<file path="config.mk">
export PLATFORM = sky130hd
export DESIGN_NAME = base_vqueue_merge
export DESIGN_NICKNAME = d
export VERILOG_FILES = /design/src/rtl/base_vqueue_pkg.sv /design/src/rtl/base_vqueue_tagring.sv /design/src/rtl/base_vqueue_merge.sv
export SDC_FILE = /design/constraint.sdc
export NUM_CORES = 1
export LEC_CHECK = 0
export CAP_MARGIN = 15
export CORE_UTILIZATION = 65
export DETAILED_ROUTE_END_ITERATION = 7
export GPL_ROUTABILITY_DRIVEN = 0
export PLACE_DENSITY = 0.84
export SYNTH_ARGS = -nofsm -noshare
export SYNTH_HDL_FRONTEND = slang
export SYNTH_SLANG_ARGS = --single-unit
</file>
<file path="constraint.sdc">
create_clock -name clk -period 7.7 [get_ports clk]
set_clock_uncertainty 0.2 [all_clocks]
set_input_delay 1.925 -clock clk [delete_from_list [all_inputs] [get_ports clk]]
set_output_delay 1.925 -clock clk [all_outputs]
set_load 0.1 [all_outputs]
</file>
<file path="src/rtl/base_vqueue_pkg.sv">
// Shared constants and payload merge helper for the unique-tag queue.
// A duplicate arrival's payload is combined with the stored one by mode.
package base_vqueue_pkg;

  localparam int VQ_DROP    = 0;
  localparam int VQ_REPLACE = 1;
  localparam int VQ_OR      = 2;

  localparam int VQ_DW_MAX = 64;

  typedef logic [VQ_DW_MAX-1:0] vq_data_t;

  function automatic vq_data_t vq_merge(
    input int       m,
    input vq_data_t old_d,
    input vq_data_t new_d
  );
    vq_data_t r;
    r = old_d;
    case (m)
      VQ_REPLACE: r = new_d;
      VQ_OR:      r = old_d | new_d;
      default:    r = old_d;
    endcase
    return r;
  endfunction

endpackage

</file>
<file path="src/rtl/base_vqueue_tagring.sv">
// Circular FIFO of tags waiting behind the output head register.
// Pointers wrap naturally; cnt carries one extra bit so full is its MSB.
module base_vqueue_tagring #(
  parameter int tag_width = 4
) (
  input  logic                 clk,
  input  logic                 reset,
  input  logic                 flush,
  input  logic                 push,
  input  logic [tag_width-1:0] push_tag,
  input  logic                 pop,
  output logic [tag_width-1:0] head,
  output logic [tag_width:0]   cnt,
  output logic                 empty,
  output logic                 full
);

  localparam int DEPTH = 1 << tag_width;

  logic [tag_width-1:0] mem [DEPTH];
  logic [tag_width-1:0] rd;
  logic [tag_width-1:0] wr;

  always_ff @(posedge clk) begin
    if (push) mem[wr] <= push_tag;
  end

  always_ff @(posedge clk or negedge reset) begin
    if (!reset) begin
      rd  <= '0;
      wr  <= '0;
      cnt <= '0;
    end else if (flush) begin
      rd  <= '0;
      wr  <= '0;
      cnt <= '0;
    end else begin
      if (push) wr <= wr + 1'b1;
      if (pop)  rd <= rd + 1'b1;
      case ({push, pop})
        2'b10:   cnt <= cnt + 1'b1;
        2'b01:   cnt <= cnt - 1'b1;
        default: cnt <= cnt;
      endcase
    end
  end

  assign head  = mem[rd];
  assign empty = (cnt == '0);
  assign full  = cnt[tag_width];

endmodule

</file>
<file path="src/rtl/base_vqueue_merge.sv">
// Unique-tag FIFO with per-tag payload; duplicates drop, replace or OR-merge.
// Pending = ring entries plus a valid head, so count is derived from both.
module base_vqueue_merge
  import base_vqueue_pkg::*;
#(
  parameter int tag_width  = 4,
  parameter int data_width = 8,
  parameter int mode       = 0
) (
  input  logic                  clk,
  input  logic                  reset,
  input  logic                  flush,
  input  logic                  i_v,
  output logic                  i_r,
  input  logic [0:tag_width-1]  i_tag,
  input  logic [0:data_width-1] i_d,
  output logic                  o_v,
  input  logic                  o_r,
  output logic [0:tag_width-1]  o_tag,
  output logic [0:data_width-1] o_d,
  output logic [0:tag_width]    count,
  output logic                  dup_hit
);

  localparam int DEPTH = 1 << tag_width;

  typedef logic [tag_width-1:0]  tag_t;
  typedef logic [data_width-1:0] dat_t;

  tag_t tag;
  tag_t head_tag;
  tag_t ring_head;
  tag_t load_tag;
  dat_t din;
  dat_t head_d;
  dat_t merged;
  dat_t load_d;

  logic [DEPTH-1:0] pend;
  dat_t             pay [DEPTH];

  logic [tag_width:0] ring_cnt;
  logic ring_empty;
  logic ring_full;

  logic acc;
  logic hs;
  logic dup;
  logic new_acc;
  logic head_free;
  logic load;
  logic bypass;
  logic pop;
  logic push;
  logic head_dup;

  assign tag   = i_tag;
  assign din   = i_d;
  assign o_tag = head_tag;
  assign o_d   = head_d;
  assign i_r   = ~flush;
  assign count = ring_cnt + {{tag_width{1'b0}}, o_v};

  assign acc = i_v & ~flush;
  assign hs  = o_v & o_r;

  // A tag leaving the head this cycle is no longer pending: re-arrival is new.
  assign dup       = acc & pend[tag] & ~(hs & (head_tag == tag));
  assign new_acc   = acc & ~dup;
  assign head_dup  = dup & o_v & (head_tag == tag);
  assign head_free = ~o_v | hs;
  assign load      = head_free & (~ring_empty | new_acc) & ~flush;
  assign bypass    = load & ring_empty;
  assign pop       = load & ~ring_empty;
  assign push      = new_acc & ~bypass & ~ring_full;

  assign merged = data_width'(vq_merge(mode,
                                       VQ_DW_MAX'(pay[tag]),
                                       VQ_DW_MAX'(din)));

  assign load_tag = bypass ? tag : ring_head;

  always_comb begin
    load_d = pay[ring_head];
    if (bypass) load_d = din;
    else if (dup && (ring_head == tag)) load_d = merged;
  end

  base_vqueue_tagring #(
    .tag_width(tag_width)
  ) u_ring (
    .clk     (clk),
    .reset   (reset),
    .flush   (flush),
    .push    (push),
    .push_tag(tag),
    .pop     (pop),
    .head    (ring_head),
    .cnt     (ring_cnt),
    .empty   (ring_empty),
    .full    (ring_full)
  );

  always_ff @(posedge clk) begin
    if (acc) pay[tag] <= new_acc ? din : merged;
  end

  // Set after clear so a same-cycle re-arrival keeps its pend bit.
  always_ff @(posedge clk or negedge reset) begin
    if (!reset) begin
      pend <= '0;
    end else if (flush) begin
      pend <= '0;
    end else begin
      if (hs)      pend[head_tag] <= 1'b0;
      if (new_acc) pend[tag]      <= 1'b1;
    end
  end

  always_ff @(posedge clk or negedge reset) begin
    if (!reset) begin
      o_v      <= 1'b0;
      head_tag <= '0;
      head_d   <= '0;
      dup_hit  <= 1'b0;
    end else if (flush) begin
      o_v     <= 1'b0;
      dup_hit <= 1'b0;
    end else begin
      dup_hit <= dup;
      if (load) begin
        o_v      <= 1'b1;
        head_tag <= load_tag;
        head_d   <= load_d;
      end else if (hs) begin
        o_v <= 1'b0;
      end else if (head_dup) begin
        head_d <= merged;
      end
    end
  end

endmodule
</file>
==> flow_summary_export.csv <==
group,metric,value,unit
clock_tree,cts_buffers,24,
floorplan,ioPinCount,37,
worst_hold_path,min_path_type,"flip-flop to flip-flop",
route,drc,0,
finish,fin_nets,847,
floorplan,rows,48,
grt,overflow,0,
synthesis,synth-seq-area-share,0.5940,
critical_path,critPathCaptureType,"output port",
floorplan,die-height,135.1,µm
sta,final-setup-viol-count,0,
route,firstDrtPassIters,5,
worst_hold_path,hp-start,"o_d[0]$_DFFE_PN0P_",
synthesis,syn_avg_cell_area,14.36,µm²
clock_tree,clock-root-buffer,"clkbuf_16",
critical_path,critPathMaxStageDelay,460,ps
sta,clock.fmax,178.8,MHz
power_and_ir_drop,powerDensity,336.3,mW/mm²
critical_path,worst-path-max-fanout,28,
synthesis,synth-main-ff-cell,"edfxtp_1",
route,vias,7572,
placed_design,hpwl,18.31,mm
clock_tree,postCtsSetupBuffers,0,
clock_tree,ctsHoldBuffers,0,
power_and_ir_drop,vdd_drop_max,265.3,µV
sta,drv_slew,0,
route,avgViaCountPerCell,7.123,
critical_path,worstPathCellList,"clkdlybuf4s50_1 -> buf_4 -> clkinv_1 -> buf_4",
grt,grt_start_max_net_pins,66,
clock_tree,htreeDepth,1,
clock_tree,cts_buffer_depth,3,
finish,n_fill_cell,1036,
synthesis,synth_cell_types,53,
clock_tree,clkSinkCount,235,
sta,relSlewSlack,0.2482,
sta,fin_hold_ws,294.5,ps
placed_design,dp_slack,1766,ps
worst_hold_path,min_to,"o_d[0]$_DFFE_PN0P_",
finish,diodes,0,
route,drt_iter0_drc,1026,
floorplan,core_area,0.01730,mm²
synthesis,synth_area,0.01152,mm²
grt,grt_antenna_before_repair,0,
critical_path,cp_common_cell,"buf_4",
sta,setup_slack,2107,ps
critical_path,crit_buf_inv,4,
grt,grt_first_pass_wirelength,43.46,mm
clock_tree,cts_resized,0,
sta,worstMarginPinSlew,1128,ps
critical_path,crit_slowest_cell,"clkdlybuf4s50_1",
clock_tree,clkTransAtPathRegs,60,ps
finish,postLayoutCellArea,0.01278,mm²
sta,post-route-min-period,5593,ps
sta,final.setup.tns,0,ps
placed_design,dpl.cell_count,1019,
critical_path,reg2reg_setup_slack,3020,ps
synthesis,ys_warn_count,0,
critical_path,critPathArrivalTime,3470,ps
clock_tree,clock_latency,520,ps
critical_path,crit_type,"input port to output port",
synthesis,synth-edff-count,192,
floorplan,dieArea,0.01826,mm²
placed_design,dpl_cell_area,0.01200,mm²
synthesis,yosys_register_bits,235,
route,post_drt_wl_per_cell,26.59,µm
finish,multi_input_area,0.004409,mm²
critical_path,r2r_end,"o_d[0]$_DFFE_PN0P_",
finish,fin_util,0.7388,
critical_path,crit_family,"buffers and inverters",
synthesis,syn_nets,828,
route,wirelength_met1,10.59,mm
outcome,status,"complete, no violations",
clock_tree,tritoncts,"built",
route,wl_met2,14.12,mm
sta,period_share,0.7264,
route,top_layer,"met4",
finish,syn_to_final_growth,10.94,%
power_and_ir_drop,total_power,4.297,mW
critical_path,reg2reg_from,"u_ring.rd[0]$_DFFE_PN0P_",
run,drv_cap,0,
critical_path,required,5580,ps
sta,rsz0062_at_grt,"no",
critical_path,r2r_cells,10,
route,drt-total-wl,28.27,mm
route,drtAntennaViolNets,0,
synthesis,syn_inst,802,
grt,grt_pass1_vias,7539,
route,met3RoutedLength,2.278,mm
floorplan,die_w,135.1,µm
sta,hold_viol_final,0,
finish,finalNonFillerCells,1063,
power_and_ir_drop,leakagePower,4.292,nW
finish,seqCellArea,0.006842,mm²
synthesis,async_flop_share,0.1830,
critical_path,start_kind,"input port",
worst_hold_path,min_path_cells,2,
finish,drive_gt1_frac,0.1647,
floorplan,initial_core_util,0.6659,
placed_design,io_buffers,36,
grt,grt_util_all_layers,0.3218,
[cell type report]
cell class                      instances  area share
Tap cell                              225     0.02203
Clock inverter                          4    0.003819
Inverter                                5    0.001469
Timing Repair Buffer                   51     0.03682
Clock buffer                           39     0.05542
Multi-Input combinational cell        504      0.3451
Sequential cell                       235      0.5354
[sequential cells by signal (all words and copies together), names as in the netlist]
register	flops
pay	128
u_ring.mem	64
pend	16
o_d	8
u_ring.cnt	5
o_tag	4
u_ring.rd	4
u_ring.wr	4
dup_hit	1
o_v	1
[where the power goes]
part | total [mW] | switching [mW] | internal (mW) | leakage, nW
clock network | 1.12 | 0.462 | 0.660 | 0.369
registers | 1.55 | 0.0942 | 1.46 | 2.30
logic | 1.62 | 1.11 | 0.514 | 1.62
total | 4.30 | 1.67 | 2.63 | 4.29
[Yosys cell counts, types with 17 or more instances]
library cell | count | area share
a21oi_1 | 19 | 0.0083
nor3b_1 | 34 | 0.022
edfxtp_1 | 192 | 0.50
and2_1 | 21 | 0.011
a211oi_1 | 58 | 0.038
nor2_1 | 39 | 0.013
mux4_2 | 56 | 0.11
mux2i_1 | 54 | 0.047
clkbuf_1 | 36 | 0.012
nand2_1 | 55 | 0.018
dfrtp_1 | 43 | 0.093
o21ai_0 | 17 | 0.0074
[cells by family (layout without fill, tap and decap cells)]
group	count (synthesis)	after routing	share of synthesized area
buffers and inverters	63	99	0.02650
DFF	235	235	0.5940
adders and majority gates	9	9	0.009776
and+or+nand+nor	216	216	0.1010
xor gates and xnor gates	22	22	0.01673
muxes	123	123	0.1691
AOI/OAI and AO/OA	134	134	0.08288
[worst max-delay path by stage]
| stage | from | end | slack [ps] | depth (start not counted) |
|---|---|---|---|---|
| floorplan | flush | u_ring.cnt[4]$_DFFE_PN0P_ | 2410 | 12 |
| global placement | i_tag[0] | u_ring.cnt[4]$_DFFE_PN0P_ | 1930 | 13 |
| detailed placement | i_tag[0] | u_ring.cnt[4]$_DFFE_PN0P_ | 1770 | 13 |
| CTS | flush | i_r | 2110 | 4 |
| global route | i_tag[0] | u_ring.cnt[4]$_DFFE_PN0P_ | 1980 | 13 |
| finish | flush | i_r | 2110 | 4 |
[worst reg2reg max path, cell delays in order (launching register included)]
cell	delay [ps]
dfrtp_1	760
mux2i_1	220
a22o_1	280
nor3_2	130
buf_4	420
or2_2	960
buf_4	530
mux2i_1	250
a211oi_1	110
o41ai_1	540
nand4_1	140
[routing by layer]
metal,vias to the layer above,track usage
li1,3195,-
met1,3793,0.4258
met2,485,0.5319
met3,99,0.04505
met4,0,0.1511
met5,-,0
[placed cells by master, fill, tap and decap left out, types with 3 or more instances in the layout]
| cell type | count |
|---|---|
| a31oi_1 | 4 |
| a211oi_1 | 58 |
| inv_1 | 4 |
| dfrtp_1 | 43 |
| buf_4 | 16 |
| nor3_2 | 6 |
| nor2_1 | 39 |
| xor2_1 | 12 |
| mux4_2 | 56 |
| clkbuf_8 | 3 |
| nor3_1 | 7 |
| or2_2 | 4 |
| mux2i_1 | 53 |
| a211oi_2 | 7 |
| clkdlybuf4s50_1 | 32 |
| nor3b_1 | 34 |
| nand4_1 | 10 |
| and3_1 | 4 |
| ha_1 | 9 |
| o41ai_1 | 9 |
| clkbuf_1 | 11 |
| mux2_2 | 12 |
| a21oi_1 | 19 |
| o21ai_0 | 17 |
| and2_1 | 21 |
| nand2b_1 | 10 |
| nand2_1 | 55 |
| xnor2_1 | 10 |
| or3b_1 | 8 |
| nand3_1 | 8 |
| clkbuf_16 | 25 |
| o21ai_1 | 4 |
| edfxtp_1 | 192 |
No activity file was read; power rests on OpenSTA's default activity.
